## src/rtl/lsu_pkg.sv

```systemverilog
// Shared definitions for the load/store unit: funct3 encodings, access sizes,
// FSM state type and the byte-strobe / offset-alignment helpers.
// Latency: n/a (declarations only). Backpressure: n/a.
package lsu_pkg;

    // Load encodings; stores reuse bits [1:0] as the size field.
    localparam logic [2:0] F3_LB  = 3'b000;
    localparam logic [2:0] F3_LH  = 3'b001;
    localparam logic [2:0] F3_LW  = 3'b010;
    localparam logic [2:0] F3_LD  = 3'b011;
    localparam logic [2:0] F3_LBU = 3'b100;
    localparam logic [2:0] F3_LHU = 3'b101;
    localparam logic [2:0] F3_LWU = 3'b110;
    localparam logic [2:0] F3_ILL = 3'b111;

    localparam logic [1:0] SZ_B = 2'd0;
    localparam logic [1:0] SZ_H = 2'd1;
    localparam logic [1:0] SZ_W = 2'd2;
    localparam logic [1:0] SZ_D = 2'd3;

    typedef enum logic [1:0] {
        ST_IDLE   = 2'd0,
        ST_ACCESS = 2'd1,
        ST_RESP   = 2'd2
    } lsu_state_t;

    // Unshifted byte-enable pattern for an access of the given size.
    function automatic logic [7:0] size_mask(input logic [1:0] size);
        case (size)
            SZ_B:    size_mask = 8'h01;
            SZ_H:    size_mask = 8'h03;
            SZ_W:    size_mask = 8'h0F;
            default: size_mask = 8'hFF;
        endcase
    endfunction

    // Clears the low log2(size) offset bits so the access lands on its natural boundary.
    function automatic logic [2:0] align_offset(input logic [2:0] off, input logic [1:0] size);
        case (size)
            SZ_B:    align_offset = off;
            SZ_H:    align_offset = {off[2:1], 1'b0};
            SZ_W:    align_offset = {off[2], 2'b00};
            default: align_offset = 3'b000;
        endcase
    endfunction

endpackage

```

## src/rtl/lsu_align.sv

```systemverilog
// Byte-lane steering: shifts store data/strobes into their doubleword lanes and
// extracts + sign/zero-extends load data. Purely combinational, no backpressure.
// Ports: st_* store path in (data/offset/size), ld_* load path in, wdata/wstrb/rdata_ext out.
module lsu_align
    import lsu_pkg::*;
(
    input  logic [63:0] st_data,
    input  logic [2:0]  st_offset,
    input  logic [1:0]  st_size,
    input  logic [63:0] ld_data,
    input  logic [2:0]  ld_offset,
    input  logic [1:0]  ld_size,
    input  logic        ld_sign,
    output logic [63:0] wdata,
    output logic [7:0]  wstrb,
    output logic [63:0] rdata_ext
);

    logic [63:0] ld_shifted;

    always_comb begin
        wdata      = st_data << {st_offset, 3'b000};
        wstrb      = size_mask(st_size) << st_offset;
        ld_shifted = ld_data >> {ld_offset, 3'b000};
        case (ld_size)
            SZ_B:    rdata_ext = {{56{ld_sign & ld_shifted[7]}},  ld_shifted[7:0]};
            SZ_H:    rdata_ext = {{48{ld_sign & ld_shifted[15]}}, ld_shifted[15:0]};
            SZ_W:    rdata_ext = {{32{ld_sign & ld_shifted[31]}}, ld_shifted[31:0]};
            default: rdata_ext = ld_shifted;
        endcase
    end

endmodule

```

## src/rtl/load_store_unit.sv

```systemverilog
// Data-memory initiator: one load/store per transaction, doubleword-granular strobed request.
// Latency: 2 cycles accept-to-done with zero-wait memory (+1 per wait cycle); errors finish in 1.
// Backpressure: lsu_ready only in IDLE; mem_req held until mem_ack or timeout abort.
// Ports: core side (MemRead/MemWrite/lsu_valid/lsu_ready/funct3/address/WriteData/ReadData/
// lsu_done/lsu_err), memory side (mem_req/we/addr/wdata/wstrb/ack/rdata).
// Build option: define LSU_MISALIGN_TRAP_EN to trap misaligned accesses instead of force-aligning.
module load_store_unit
    import lsu_pkg::*;
#(
    parameter int TIMEOUT_CYCLES = 256,
    parameter int ADDR_W         = 64
) (
    input  logic              clk,
    input  logic              rst,
    input  logic              MemRead,
    input  logic              MemWrite,
    input  logic              lsu_valid,
    output logic              lsu_ready,
    input  logic [2:0]        funct3,
    input  logic [ADDR_W-1:0] address,
    input  logic [63:0]       WriteData,
    output logic [63:0]       ReadData,
    output logic              lsu_done,
    output logic              lsu_err,
    output logic              mem_req,
    output logic              mem_we,
    output logic [ADDR_W-4:0] mem_addr,
    output logic [63:0]       mem_wdata,
    output logic [7:0]        mem_wstrb,
    input  logic              mem_ack,
    input  logic [63:0]       mem_rdata
);

    localparam int              CNT_W      = (TIMEOUT_CYCLES > 1) ? $clog2(TIMEOUT_CYCLES) : 1;
    localparam logic [CNT_W-1:0] CNT_LAST  = CNT_W'((TIMEOUT_CYCLES > 0) ? TIMEOUT_CYCLES - 1 : 0);
    localparam bit              TIMEOUT_EN = (TIMEOUT_CYCLES > 0);

    lsu_state_t       state, state_nxt;
    logic [CNT_W-1:0] to_cnt;
    logic [2:0]       off_q;
    logic [1:0]       size_q;
    logic             sign_q;
    logic             err_q;

    logic [1:0]  req_size;
    logic [2:0]  eff_off;
    logic        illegal;
    logic        misalign;
    logic        acc_err;
    logic        accept;
    logic        timed_out;
    logic [63:0] st_wdata;
    logic [7:0]  st_wstrb;
    logic [63:0] ld_ext;

    assign req_size = funct3[1:0];

    always_comb begin
        illegal = (MemRead == MemWrite) || (MemRead && (funct3 == F3_ILL));
        eff_off = align_offset(address[2:0], req_size);
`ifdef LSU_MISALIGN_TRAP_EN
        misalign = (eff_off != address[2:0]);
`else
        misalign = 1'b0;
`endif
        acc_err = illegal | misalign;
    end

    assign accept = (state == ST_IDLE) && lsu_valid;
    // Abort on the last counted cycle only when no ack arrives: a coinciding ack wins.
    assign timed_out = TIMEOUT_EN && (to_cnt == CNT_LAST) && !mem_ack;

    lsu_align u_align (
        .st_data   (WriteData),
        .st_offset (eff_off),
        .st_size   (req_size),
        .ld_data   (mem_rdata),
        .ld_offset (off_q),
        .ld_size   (size_q),
        .ld_sign   (sign_q),
        .wdata     (st_wdata),
        .wstrb     (st_wstrb),
        .rdata_ext (ld_ext)
    );

    always_comb begin
        state_nxt = state;
        case (state)
            ST_IDLE:   if (lsu_valid) state_nxt = acc_err ? ST_RESP : ST_ACCESS;
            ST_ACCESS: if (mem_ack || timed_out) state_nxt = ST_RESP;
            ST_RESP:   state_nxt = ST_IDLE;
            default:   state_nxt = ST_IDLE;
        endcase
    end

    // Decoded straight from the state register so reset drops mem_req asynchronously.
    assign lsu_ready = (state == ST_IDLE);
    assign mem_req   = (state == ST_ACCESS);
    assign lsu_done  = (state == ST_RESP);
    assign lsu_err   = lsu_done & err_q;

    always_ff @(posedge clk or negedge rst) begin
        if (!rst) begin
            state     <= ST_IDLE;
            to_cnt    <= '0;
            off_q     <= 3'b000;
            size_q    <= SZ_B;
            sign_q    <= 1'b0;
            err_q     <= 1'b0;
            mem_we    <= 1'b0;
            mem_addr  <= '0;
            mem_wdata <= '0;
            mem_wstrb <= '0;
            ReadData  <= '0;
        end else begin
            state <= state_nxt;
            if (accept) begin
                mem_addr  <= address[ADDR_W-1:3];
                mem_we    <= MemWrite;
                mem_wdata <= st_wdata;
                mem_wstrb <= MemWrite ? st_wstrb : 8'hFF;
                off_q     <= eff_off;
                size_q    <= req_size;
                sign_q    <= ~funct3[2];
                err_q     <= acc_err;
                to_cnt    <= '0;
            end
            if (state == ST_ACCESS) begin
                if (mem_ack) begin
                    if (!mem_we) ReadData <= ld_ext;
                end else begin
                    if (timed_out) err_q <= 1'b1;
                    to_cnt <= to_cnt + 1'b1;
                end
            end
        end
    end

endmodule
```

## config.mk

```make
export PLATFORM = sky130hd
export DESIGN_NAME = load_store_unit
export DESIGN_NICKNAME = d
export VERILOG_FILES = /design/src/rtl/lsu_pkg.sv /design/src/rtl/lsu_align.sv /design/src/rtl/load_store_unit.sv
export SDC_FILE = /design/constraint.sdc
export NUM_CORES = 1
export LEC_CHECK = 0
export CAP_MARGIN = 30
export CORE_MARGIN = 4
export CORE_UTILIZATION = 48
export CTS_CLUSTER_SIZE = 30
export DETAILED_ROUTE_END_ITERATION = 7
export GPL_TIMING_DRIVEN = 1
export MAX_ROUTING_LAYER = met4
export PLACE_DENSITY = 0.82
export SYNTH_ARGS = -nofsm -noshare
export SYNTH_HDL_FRONTEND = slang
export SYNTH_HIERARCHICAL = 1
export SYNTH_SLANG_ARGS = --single-unit
```

## constraint.sdc

```tcl
create_clock -name clk -period 2.28 [get_ports clk]
set_clock_uncertainty 0.2 [all_clocks]
set_input_delay 0.456 -clock clk [delete_from_list [all_inputs] [get_ports clk]]
set_output_delay 0.456 -clock clk [all_outputs]
set_load 0.005 [all_outputs]
```

# Word level (Yosys, flattened, before mapping)
# Cells that the tools add are included.
# word_totals
romBits,0
output_inout_bits,202
mem_count,0
latchBits,0
mem_bits_rw,0
regBits,215
word_cells,58
in_bits,201
# classes
reduce_logical,11
bitwise,6
order_cmp,0
n_shift,3
n_addsub,1
n_div,0
muxes,15
n_eq_ne,11
multipliers,0
# ops
operator,count
$pmux W64 S3,1
$shl A64 B6 Y64,1
$shr A64 B6 Y64,1
$mux W8,4
$pmux W8 S3,1
$pmux W3 S3,1
$add A8 B1 Y8 const B,1
$eq A8 B8 Y1 const B,1
$shl A8 B3 Y8,1
$eq A2 B1 Y1 const B,3
$eq A2 B2 Y1 const B,3
$logic_not A2 Y1,3
$mux W2,3
$and A1 B1 Y1,4
$mux W1,4
$pmux W2 S2,1
$eq A3 B3 Y1 const B,1
$logic_and A1 B1 Y1,3
$reduce_and A3 Y1,1
$logic_or A1 B1 Y1,2
$ne A2 B1 Y1 const B,1
$ne A2 B2 Y1 const B,1
$not A1 Y1,2
$reduce_and A2 Y1,1
2 further kinds,2

# Logic depth before layout (Yosys ltp)
# depth
ltp_word,7
mapped_depth,10
mapped_depth_nobuf,7

# By module
# Netlist, hierarchy kept.
# by_module_without_submodules
mod,area_per_inst_um2,seq_area_each_um2,n_inst,cells_each
load_store_unit,8423.1,5380.2,1,791
lsu_align,4305.4,0.0,1,557

# Worst setup path after synthesis
# OpenSTA, ideal clock, no wires.
# synth_timing
path_type,in2reg
start,in funct3[1]
end,reg mem_wdata[51]
n_path_buf,2
arrival_ps,1991
cell_stages,8
slack_ps,-28
t_required_ps,1963
setup_ps,117
path_cell_list,nor3b_1 buf_2 buf_4 mux4_2 nand2_1 o21ai_0 nand2_1 nand2_1
# synth_between
elab_chain_len,3
word_cells_on_any_way,5
classes_between,2 x eq/ne; 1 x shift; 1 x mux; 1 x reduce/logical
# synth_lines
element,line_no,text
from (decl),load_store_unit.sv:19,"input logic [2:0] funct3,"
$eq A2 B2 Y1 (tied with other cells),lsu_pkg.sv:39,case (size)
$pmux W3 S3 (*),lsu_pkg.sv:39,
$shl A64 B6 Y64 (*),lsu_align.sv:22,"wdata = st_data << {st_offset, 3'b000};"
named net st_wdata[51],load_store_unit.sv:52,logic [63:0] st_wdata;
to (signal assigned),load_store_unit.sv:120,mem_wdata <= st_wdata;
to (decl),load_store_unit.sv:28,"output logic [63:0] mem_wdata,"
# Mark *: on every way through the listed nets, which the timed path passes. The rest lies on a longest branch.
# A chain may end at the register's enable or synchronous reset.

# Worst setup path after layout
# layout_timing
start,reg off_q[0]
end,reg ReadData[36]
# layout_between
elab_chain_len,3
word_cells_on_any_way,5
classes_between,1 x shift; 1 x mux; 3 x bitwise
# layout_lines
element,line_no,text
from (decl),load_store_unit.sv:40,logic [2:0] off_q;
from (signal assigned),load_store_unit.sv:122,off_q <= eff_off;
$shr A64 B6 Y64 (*),lsu_align.sv:24,"ld_shifted = ld_data >> {ld_offset, 3'b000};"
"$and A1 B1 Y1, on equally long branches","lsu_align.sv:28, lsu_align.sv:26, lsu_align.sv:27",
$pmux W64 S3 (*),lsu_align.sv:25,case (ld_size)
named net ld_ext[36],load_store_unit.sv:54,logic [63:0] ld_ext;
to (signal assigned),load_store_unit.sv:130,if (!mem_we) ReadData <= ld_ext;
to (decl),load_store_unit.sv:22,"output logic [63:0] ReadData,"
# Marks and branches as above.

==> out/summary.txt <==
Post-DP HPWL: 36.6 mm
Data arrival, critical path: 2.57 ns
Post-layout min period: 2.34 ns
Post-synth ARST share: 1.00
Starting Density: 0.488
Sw Share: 0.334
Gr ovfl total: 0
GPL Wtd Cong: 1.05
Peak VDD IR: 0.921 mV
I/O pins: 403
First-pass GRT wire length: 72.8 mm
Worst-path clk slew: 0.06 ns
Worst Path Max Fanout: 17
Least-Margin Pin Slew: 0.482 ns
CP Launch Point: off_q[0]
Post-Syn Area per Cell: 9.44 sq um
Detail Route Antenna Nets: 0
FP Rows: 59
FF-to-FF path depth: 9
Post-synth cell types: 62
Gate Count Post-Synth: 1348
RSZ-0062 raised after global routing: yes
Comb pwr share: 0.467
Sink Count: 215
Clock power frac: 0.224
Hold_ws: 0.232 ns
Worst reg2reg path endpoint: ReadData[36]
Die width: 171 microns
Routed wire length: 50.0 mm
Critical Path End Type: flip-flop
Synth Net Count: 1550
Setup TNS Final: -1.01 ns
Status: finished with violations
Seq pwr share: 0.309
1st-iter DRT viols: 1406
Tcrit/Tclk final: 1.03
Inserted Clock Buffers: 25
DR WL/cell: 22.5 microns
Vias per std cell: 5.77
Hold Vio Cnt, Final: 0
Power per Cell Area: 1020 nW/um^2
LEAKAGE: 9.01 nW
Worst-Skew Late Latency: 0.53 ns
Post-synth EDFFs: 0
# placed instances: 2136
#FFs+latches synth: 215
Max Root-Sink Buffers: 3
Top FF cell, synth: dfrtp_1
Clock root cell: clkbuf_16
IO buf count: 402
Residual DRC count: 0
Routed via count: 12800
Synth Cell Area: 12700 sq um
Seq/Total Area, Yosys: 0.423
Die footprint: 29200 sq um
Hold/Removal Path Class: primary input to asynchronous set/reset pin
Worst R2R Setup Slack: -0.06 ns
Switching Power: 6.65 mW
Slew margin rel.: 0.670
Final setup vio count: 41
GRT Total Usage: 0.329
Fmax: 0.426 GHz
Die H: 171 microns
Worst Path Required: 2.51 ns
Nets: 2063
Fin worst setup slack: -0.0649 ns
Layout cell share with drive strength beyond 1: 0.222
Slew Limit Fails: 0
Max cap viols: 0
Router iterations before antenna repair: 6
Initial antenna violation count: 4
Worst Setup Start Kind: flip-flop
H-tree depth: 1
Reg2reg start: off_q[0]
TritonCTS clock tree: yes
Syn. warnings: 6
Worst Setup EP: ReadData[36]
Failing checks: negative setup slack
Cell Count, Final, Fillers Out: 2219
Area Overhead vs Synth: 53.9%
Power Internal: 13.3 mW
Vias in the first global route: 12700
Critical path class: flip-flop to flip-flop
Finished Core Util: 0.752
Worst slack, placed: -0.471 ns
Core ar.: 26100 sq um
Largest net degree at the start of global routing: 57
## cell families after synthesis
group / after synthesis / share of synthesized area
simple gates: 661 / 0.222
compound gates: 134 / 0.0703
xor+xnor: 1 / 0.000688
mux: 205 / 0.220
flops: 215 / 0.423
fa+ha+maj: 1 / 0.000983
buf+inv: 131 / 0.0636
## worst min path at each step
stage	from	to	slack (ns)	cells past startpoint
2_1_floorplan	rst	ReadData[0]	-0.04	0
3_3_place_gp	rst	ReadData[0]	0.20	1
3_5_place_dp	rst	ReadData[0]	0.20	1
4_1_cts	address[25]	mem_addr[22]	0.21	3
5_1_grt	address[60]	mem_addr[57]	0.24	3
6_report	rst	ReadData[10]	0.23	2
## synth_stat cells (9+ instances only)
cell type  instances  share of area
o2bb2ai_1          9         0.0062
mux4_2            43          0.076
buf_6             11         0.0097
nor2b_1           14         0.0069
clkbuf_1          28         0.0083
a21oi_1           27          0.011
inv_1             21         0.0062
nand3_1           23         0.0090
buf_4             10         0.0059
buf_2             45          0.018
nor2_1            64          0.019
and2_1            22          0.011
nand2_1          473           0.14
mux2i_1           62          0.049
mux2_4            10          0.012
o22ai_1           17         0.0084
o21ai_0           37          0.015
dfrtp_1          215           0.42
nand4_1           28          0.014
mux2_2            86          0.076
## placed cells by master (no fill, tap or decap), types with 5 or more instances in the layout
cell type        instances
nand3_1                 22
a31oi_1                  8
nand2_1                473
mux2_2                  63
mux4_2                  43
a21oi_1                 26
dfrtp_1                211
clkinv_2                 5
nor2_1                  63
clkdlybuf4s50_1        397
o2111ai_1                5
buf_12                  32
o22ai_1                 17
bufinv_16                5
buf_4                  143
buf_6                   10
inv_1                   21
mux2_4                  33
o21ai_1                  8
o2bb2ai_1                8
and3_1                   8
and2_1                  21
mux2i_1                 58
nand4_1                 28
clkbuf_16               30
o21ai_0                 31
nor2b_1                 10
## flip-flops by register name, summed over array words and instances (netlist names)
name / cells
to_cnt: 8
mem_wstrb: 8
err_q: 1
state: 2
size_q: 2
mem_we: 1
sign_q: 1
off_q: 3
mem_wdata: 64
mem_addr: 61
ReadData: 64
## layer usage
metal	GRT usage	share of wire	wire (microns)	vias to the layer above
li1	-	-	-	5643
met1	0.405	0.37	18500	6123
met2	0.524	0.47	23500	849
met3	0.0647	0.097	4840	192
met4	0.162	0.064	3220	0
met5	-	0	0	-
## worst max-delay path: stages, from the launching register on
cell and delay, ns:
dfrtp_2 0.50, buf_6 0.18, clkbuf_16 0.16, nor2b_4 0.15, nand2b_1 0.11, nand4b_1 0.15
buf_6 0.18, buf_12 0.16, nand4_1 0.14, mux2_4 0.29
## through the flow
step	power (mW)	instance area, sq um
finish	19.9	19600
global route	20.9	19600
CTS	19.5	19200
detailed placement	14.8	18100
global placement	14.6	18100
floorplan	9.65	12700
## final cells by class
class / instances / area, sq um
diodes: 4 / 10.0
clock buffers: 32 / 692
clock inverters: 14 / 219
fillers: 1731 / 6470
inverters: 22 / 82.6
multi-input cells: 1002 / 6760
flip-flops and latches: 215 / 5390
well taps: 335 / 419
repair buffers: 595 / 6020
## power by group through the flow
stage | Combinational [mW] | Sequential [mW] | Clock, mW
global placement | 8.46 | 6.15 | 0
global route | 9.88 | 6.29 | 4.70
finish | 9.30 | 6.15 | 4.46
detailed placement | 8.63 | 6.18 | 0
CTS | 8.86 | 6.13 | 4.53
floorplan | 3.55 | 6.10 | 0
## what timing repair did
item / 4_1_cts / 5_1_grt
endpoints found under the hold margin: 46 / 0
gates cloned: 1 / 6
setup buffers: 14 / 11
pin swaps: 2 / 34
hold buffers: 1 / 0
setup endpoints to repair: 59 / 58
gates resized for setup: 19 / 51
Power figures use the tool's default switching activity.
